===== config.mk =====
export PLATFORM = sky130hd
export DESIGN_NAME = actuator_hold_driver
export DESIGN_NICKNAME = d
export VERILOG_FILES = /design/src/rtl/actuator_pkg.sv /design/src/rtl/actuator_hold_driver_hold_timer.sv /design/src/rtl/actuator_hold_driver.sv
export SDC_FILE = /design/constraint.sdc
export NUM_CORES = 1
export LEC_CHECK = 0
export BUFFER_PORTS_ARGS = -buffer_cell sky130_fd_sc_hd__buf_4
export CAP_MARGIN = 20
export CORE_MARGIN = 2
export CORE_UTILIZATION = 59
export DETAILED_ROUTE_END_ITERATION = 10
export GPL_TIMING_DRIVEN = 0
export PLACE_DENSITY = 0.78
export REMOVE_ABC_BUFFERS = 1
export SKIP_CTS_REPAIR_TIMING = 1
export SYNTH_ARGS = -nofsm -noshare
export SYNTH_HDL_FRONTEND = slang
export SYNTH_HIERARCHICAL = 1
export SYNTH_SLANG_ARGS = --single-unit

===== constraint.sdc =====
create_clock -name clk -period 3.8 [get_ports clk]
set_input_delay 0.76 -clock clk [delete_from_list [all_inputs] [get_ports clk]]
set_output_delay 0.76 -clock clk [all_outputs]
set_load 0.05 [all_outputs]

===== src/rtl/actuator_pkg.sv =====
`default_nettype none
// ---------------------------------------------------------------------------
// actuator_pkg : state and command encodings shared by the H-bridge driver
// Revision 1.0
// ---------------------------------------------------------------------------
package actuator_pkg;

  typedef enum logic [1:0] {
    IDLE = 2'd0,
    FWD  = 2'd1,
    REV  = 2'd2,
    DEAD = 2'd3
  } state_t;

  localparam logic [1:0] CMD_STOP = 2'b00;
  localparam logic [1:0] CMD_FWD  = 2'b01;
  localparam logic [1:0] CMD_REV  = 2'b10;

  // 2'b11 is an illegal request and is treated the same as stop.
  function automatic state_t cmd_to_state(input logic [1:0] cmd);
    state_t st;
    case (cmd)
      CMD_FWD: st = FWD;
      CMD_REV: st = REV;
      default: st = IDLE;
    endcase
    return st;
  endfunction

endpackage
`default_nettype wire


===== src/rtl/actuator_hold_driver_hold_timer.sv =====
`default_nettype none
// ---------------------------------------------------------------------------
// hold_timer : saturating up-counter with sync clear, enable and term match
// Revision 1.0
// ---------------------------------------------------------------------------
module hold_timer #(
  parameter int WIDTH = 8
) (
  input  logic             clk,
  input  logic             reset,
  input  logic             clr,
  input  logic             en,
  input  logic [WIDTH-1:0] term,
  output logic             at_term,
  output logic             pre_term
);

  logic [WIDTH-1:0] count_q;
  logic [WIDTH-1:0] count_d;
  logic [WIDTH:0]   count_inc;

  always_comb begin
    count_inc = {1'b0, count_q} + {{WIDTH{1'b0}}, 1'b1};
    count_d   = count_q;
    if (clr) begin
      count_d = '0;
    end else if (en && (count_q != term)) begin
      count_d = count_inc[WIDTH-1:0];
    end
  end

  always_ff @(posedge clk) begin
    if (reset) begin
      count_q <= '0;
    end else begin
      count_q <= count_d;
    end
  end

  assign at_term  = (count_q == term);
  // The next enabled increment lands on term.
  assign pre_term = (count_inc == {1'b0, term});

endmodule
`default_nettype wire


===== src/rtl/actuator_hold_driver.sv =====
`default_nettype none
// ---------------------------------------------------------------------------
// actuator_hold_driver : H-bridge enable driver with minimum hold and dead-time
// Optional fault latch enabled by defining FAULT_LATCH_EN.
// Revision 1.0
// ---------------------------------------------------------------------------
module actuator_hold_driver
  import actuator_pkg::*;
#(
  parameter int MIN_HOLD    = 255,
  parameter int DEAD_CYCLES = 16
) (
  input  logic       clk,
  input  logic       reset,
  input  logic [1:0] cmd,
  input  logic       fault,
  output logic       drive_fwd,
  output logic       drive_rev,
  output logic       busy,
  output logic       faulted
);

  localparam int MAX_TERM = (MIN_HOLD > DEAD_CYCLES) ? MIN_HOLD : DEAD_CYCLES;
  localparam int CNT_W    = $clog2(MAX_TERM + 1);
  localparam logic [CNT_W-1:0] HOLD_TERM = CNT_W'(MIN_HOLD - 1);
  localparam logic [CNT_W-1:0] DEAD_TERM = CNT_W'(DEAD_CYCLES - 1);

  state_t           state_q, state_d;
  state_t           req_state;
  logic             drive_fwd_q, drive_fwd_d;
  logic             drive_rev_q, drive_rev_d;
  logic             busy_q, busy_d;
  logic             faulted_q, faulted_d;
  logic             timer_clr, timer_en;
  logic [CNT_W-1:0] timer_term;
  logic             at_term, pre_term;

`ifndef FAULT_LATCH_EN
  logic unused_fault;
  assign unused_fault = fault;
`endif

  hold_timer #(
    .WIDTH (CNT_W)
  ) u_hold_timer (
    .clk      (clk),
    .reset    (reset),
    .clr      (timer_clr),
    .en       (timer_en),
    .term     (timer_term),
    .at_term  (at_term),
    .pre_term (pre_term)
  );

  always_comb begin
    req_state  = cmd_to_state(cmd);
    state_d    = state_q;
    timer_en   = 1'b0;
    timer_term = HOLD_TERM;

    case (state_q)
      IDLE: state_d = req_state;
      FWD, REV: begin
        timer_en = 1'b1;
        if (at_term && (req_state != state_q)) begin
          state_d = DEAD;
        end
      end
      DEAD: begin
        timer_en   = 1'b1;
        timer_term = DEAD_TERM;
        if (at_term) begin
          state_d = req_state;
        end
      end
      default: state_d = IDLE;
    endcase

`ifdef FAULT_LATCH_EN
    // Safety outranks the hold time: a fault drops the pins immediately.
    faulted_d = faulted_q | fault;
    if (faulted_d) begin
      state_d = IDLE;
    end
`else
    faulted_d = 1'b0;
`endif

    // One counter serves both phases, so it restarts on every state entry.
    timer_clr = (state_d != state_q) || (state_q == IDLE);

    drive_fwd_d = (state_d == FWD);
    drive_rev_d = (state_d == REV);
    busy_d      = 1'b0;
    if (state_d == DEAD) begin
      busy_d = 1'b1;
    end else if ((state_d == FWD) || (state_d == REV)) begin
      if (state_d != state_q) begin
        busy_d = (HOLD_TERM != '0);
      end else begin
        busy_d = !(at_term || pre_term);
      end
    end
  end

  always_ff @(posedge clk) begin
    if (reset) begin
      state_q     <= IDLE;
      drive_fwd_q <= 1'b0;
      drive_rev_q <= 1'b0;
      busy_q      <= 1'b0;
      faulted_q   <= 1'b0;
    end else begin
      state_q     <= state_d;
      drive_fwd_q <= drive_fwd_d;
      drive_rev_q <= drive_rev_d;
      busy_q      <= busy_d;
      faulted_q   <= faulted_d;
    end
  end

  assign drive_fwd = drive_fwd_q;
  assign drive_rev = drive_rev_q;
  assign busy      = busy_q;
  assign faulted   = faulted_q;

endmodule
`default_nettype wire


[Word level (Yosys, flattened, before mapping)]
Index checks and enable logic that the tools add are counted.
Operators by class
  reduce and logical (&&, ||, !) cells: 10
  equality and inequality tests: 13
  add/subtract/negate cells: 1
  multiplexer cells: 9
Operators with widths (number)
  2-bit equality test (second input constant): 5
  8-bit by 1-bit adder with 9-bit output (second input constant): 1
  9-bit by 8-bit equality test with 1-bit output: 1
  8-bit equality test: 1
  8-bit two-way mux: 1
  8-bit inequality test: 1
  2-bit by 1-bit equality test with 1-bit output (second input constant): 3
  2-bit case mux with 3 select lines: 1
  1-bit two-way mux: 4
  2-bit two-way mux: 2
  2-bit inequality test: 2
  2-bit case mux with 2 select lines: 1
  2-bit OR reduction: 2
  1-bit logical OR: 3
  3-bit OR reduction: 1
  1-bit logical AND: 2
  2-bit logical NOT: 1
  1-bit logical NOT: 1
Storage, ports and cells
  input bits: 5
  output and inout bits: 4
  word-level logic and storage cells: 38
  flip-flop bits (word level): 13

[Longest topological paths before layout]
  word-level depth: 10
  depth in mapped cells: 15

[Hierarchy]
The synthesis kept the hierarchy.
By module, submodules not included
  hold_timer: instances 1, area each 681.9 sq um, cells an instance 83
  actuator_hold_driver: instances 1, area each 499.2 sq um, cells an instance 63

[Least setup slack after synthesis]
No wires, ideal clock.
  path type: register to register
  from: register state_q[0]
  to: register busy_q (netlist: busy)
  cell stages (with the launch flop): 14
  path buffers: 1
  clock period less this slack: 3533 ps
  setup slack: 267 ps
  arrival: 3418 ps
  setup time: 115 ps
  cells stage by stage: dfxtp_1 ha_1 inv_1 xor2_2 nor4_2 and2_2 clkbuf_1 nor2_1 a22o_1 a221oi_2 inv_1 ha_1 a2111o_1 o21a_1
On the way
  cells in the longest elaborated chain, start to end: 10
  elaborated cells between the ends (all ways): 23
  classes of those cells: 10 x eq/ne; 7 x mux; 6 x reduce/logical
Ends and longest elaborated chain
  start: declaration: line actuator_hold_driver.sv:28  | state_t state_q, state_d;
  start signal: assignment: line actuator_hold_driver.sv:114  | state_q <= state_d;
  2-bit equality test *: line actuator_hold_driver.sv:61  | case (state_q)
  8-bit two-way mux *: line actuator_hold_driver.sv:61
  named net timer_term[0]: line actuator_hold_driver.sv:35  | logic [CNT_W-1:0] timer_term;
  8-bit equality test *: line actuator_hold_driver_hold_timer.sv:40  | assign at_term = (count_q == term);
  named net at_term: line actuator_hold_driver.sv:36  | logic at_term, pre_term;
  1-bit logical AND: line actuator_hold_driver.sv:65  | if (at_term && (req_state != state_q)) begin
  2-bit two-way mux: line actuator_hold_driver.sv:65
  2-bit case mux with 3 select lines *: line actuator_hold_driver.sv:61
  named net state_d[0]: line actuator_hold_driver.sv:28
  2-bit inequality test (tied with other cells): line actuator_hold_driver.sv:98  | if (state_d != state_q) begin
  1-bit two-way mux or 1-bit logical OR (tied branches): line actuator_hold_driver.sv:98, actuator_hold_driver.sv:97
  1-bit two-way mux: line actuator_hold_driver.sv:97  | end else if ((state_d == FWD) || (state_d == REV)) begin
  1-bit two-way mux *: line actuator_hold_driver.sv:95  | if (state_d == DEAD) begin
  end signal: assignment: line actuator_hold_driver.sv:117  | busy_q <= busy_d;
  end: declaration: line actuator_hold_driver.sv:32  | logic busy_q, busy_d;
The timed path passes the listed nets; every way through them passes the cells marked *.
A chain may end at the register's enable or synchronous reset.

[Final worst setup path]
Ends and elaborated chain as after synthesis.

==> key figures <==
Logic synthesis
  – Post-synth ARST share: 0
  – Mapped Cells: 146
  – Cell Area, Synth: 0.00118 mm²
  – Sequential share of the synthesized area: 0.220
  – Top FF cell, synth: dfxtp_1
  – Unique cell type count in the Yosys netlist: 46
  – EDFF count, synth: 0
  – Flops & latches, synth: 13
  – Yosys synthesis warning count: 6
  – Count leader, synth: dfxtp_1
  – Synth top area share: 0.220
  – Post-synth top cells: 13 x dfxtp_1, 11 x xnor2_1, 10 x a21oi_1, 10 x nor2_1, 10 x nor3_1
  – Avg Inst Size Synth: 8.09 µm²
  – Area contributors post-synth: dfxtp_1 22%, xnor2_1 8.2%, ha_1 6.4%, xor2_1 5.9%, a21oi_1 4.2%
  – Largest area contributor in the netlist: dfxtp_1

Global routing
  – Global-route wire length before repair: 3880 µm
  – Initial antenna violation count: 0
  – Largest net degree at the start of global routing: 14
  – Total gr overflow: 0
  – Number of global-route vias before repair: 904
  – Total track usage: 0.207

STA
  – Peak Freq: 294 MHz
  – Final Cycle Share: 0.896
  – Count of final max-slew check failures: 0
  – RSZ-0062 raised after global routing: false
  – Final hold slack: 0.626 ns
  – Worst Skew: 0.00402 ns
  – Hold violation count in the final report: 0
  – Final setup fails: 0
  – Final Critical Period: 3.41 ns

Clocking
  – Clk_lat worst skew: 0.28 ns
  – Clock-pin slew of the registers on the worst-case setup and hold paths: 0.07 ns
  – CTS buffer count: 3
  – H-tree depth: 1
  – Clk root buf: clkbuf_4
  – Clock Path Buffers: 2
  – CTS tree: done
  – CTS Sinks: 13

Worst setup path
  – Crit Path Max Fanout: 9
  – R2R depth: 12
  – CP endpoint: busy
  – Critical path origin: state_q[0]
  – RR Startpoint: state_q[0]
  – WP data arrival: 3.58 ns
  – RR Endpoint: busy
  – Reg2Reg Setup Slack: 0.39 ns
  – Setup CP Type: flop to flop
  – Req. time, crit path: 3.97 ns
  – Crit end category: flop
  – Startpoint types: flop

Cells and area
  – Layout cells sized above 1: 0.141
  – Fin nets: 168
  – Layout area overhead: 9.32%
  – Final Non-Filler Cells: 183
  – Antenna Cells: 0

Floorplan
  – Die Height: 48.7 µm
  – I/O Pins: 9
  – Starting Density: 0.615
  – Die area: 0.00238 mm²
  – Site Rows: 16
  – Die X: 48.7 µm
  – Core area: 0.00192 mm²

Power and ir drop
  – Sequential power share: 0.497
  – Clk pwr share: 0.290
  – Maximum vdd drop: 0.248 mV
  – Cell-internal power: 0.000202 W
  – NetSw: 0.0000831 W
  – Switching Fraction: 0.291
  – PwrDens: 221 mW/mm²
  – LEAKAGE: 0.493 nW
  – Part of the power in combinational logic: 0.213

Route
  – Routed WL per cell: 12.0 µm
  – Routed Antenna Nets: 0
  – Initial DRT Pass Iterations: 4
  – Vias per inst: 5.62
  – Overall routed net length: 2200 µm
  – Vias: 1029
  – DR DRC count: 0
  – 1st-iter DRT viols: 21

Placed design
  – PortBufs: 6
  – Placer congestion estimate: 0.869
  – Post-DP HPWL: 1680 µm
  – Cells after DPL: 178

Job
  – Max-capacitance violation count: 0

Hold path
  – Start point of the worst hold path: u_hold_timer/count_q[6]
  – Hold crit path type: flop to flop

Outcome
  – Status: finished, final reports clean
-- layout make-up --
type                            count  area (µm²)
Fill cell                         171         631
Tap cell                           27        33.8
Clock buffer                        4        26.3
Inverter                           10        37.5
Timing Repair Buffer                7        52.6
Multi-Input combinational cell    122         881
Sequential cell                    13         260
-- power groups by stage --
stage                     combinational, W  sequential, W  clock (W)
after global routing             0.0000672       0.000142  0.0000895
final                            0.0000608       0.000142  0.0000829
after floorplan                  0.0000379       0.000151          0
after detailed placement         0.0000593       0.000145          0
after CTS                        0.0000598       0.000142  0.0000870
after global placement           0.0000576       0.000145          0
-- critical path: stages, from the launching register on --
cell and delay, ns:
dfxtp_1 0.49, ha_2 0.34, inv_1 0.21, xor2_1 0.22, nor4_4 0.35, and2_2 0.32, nor2_1 0.09, a22o_1 0.20
a221oi_2 0.31, inv_1 0.11, ha_1 0.21, a2111o_1 0.28, o21a_1 0.18
-- cells in the final DEF (no fill, tap or decap), types with 2 or more instances in the layout --
cell type	Yosys	routed
and3_1	3	3
xor2_1	8	8
nor4_4	0	2
buf_4	1	7
nor3_1	10	10
o211ai_1	3	3
inv_2	2	2
or3_1	2	2
clkbuf_4	0	3
nor2b_1	3	3
inv_1	8	8
and4_1	2	2
xnor2_1	11	11
a21oi_1	10	10
dfxtp_1	13	13
conb_1	2	8
nand4_1	2	2
nor2_1	10	10
nand2_1	7	7
nand3b_1	2	2
o21a_1	3	3
nand3_1	4	4
a221oi_2	2	2
ha_1	6	5
o21ai_0	4	4
o22ai_1	2	2
-- stage by stage --
stage | setup slack [ns] | total power (W) | cell area, µm² | util | TNS, ns
final | 0.394 | 0.000286 | 1290 | 0.672 | 0
after global routing | 0.115 | 0.000299 | 1290 | 0.672 | 0
after floorplan | 0.454 | 0.000189 | 1160 | - | 0
after detailed placement | -0.0164 | 0.000204 | 1240 | 0.644 | -0.0164
after CTS | -0.0245 | 0.000289 | 1260 | 0.658 | -0.0245
after global placement | 0.0320 | 0.000203 | 1240 | 0.644 | 0
-- worst min path at each step --
stage / end / cells past startpoint / slack [ns]
detailed placement: u_hold_timer/count_q[6] / 2 / 0.60
global route: u_hold_timer/count_q[6] / 2 / 0.67
finish: u_hold_timer/count_q[6] / 2 / 0.63
CTS: u_hold_timer/count_q[6] / 2 / 0.63
global placement: u_hold_timer/count_q[6] / 2 / 0.60
floorplan: u_hold_timer/count_q[1] / 2 / 0.55
-- state kept, by name, summed over array words and instances (netlist names) --
name	cells
u_hold_timer/count_q	8
state_q	2
busy	1
drive_fwd	1
drive_rev	1
-- cells by family after synthesis --
kind of cell    count (synthesis)  synth area share
simple gates                   55             0.273
compound gates                 32             0.203
xor+xnor                       20             0.155
buf+inv                        17            0.0699
flops                          13             0.220
fa+ha+maj                       6            0.0636
other cells                     2           0.00636
mux                             1           0.00847
-- routing by layer --
layer,routed length [µm],GRT usage,up-vias
li1,-,-,533
met1,1110,0.281,466
met2,956,0.329,25
met3,84,0.0185,5
met4,49,0.100,0
met5,0,0,-
Note: power is estimated with default switching activity, not from simulation.
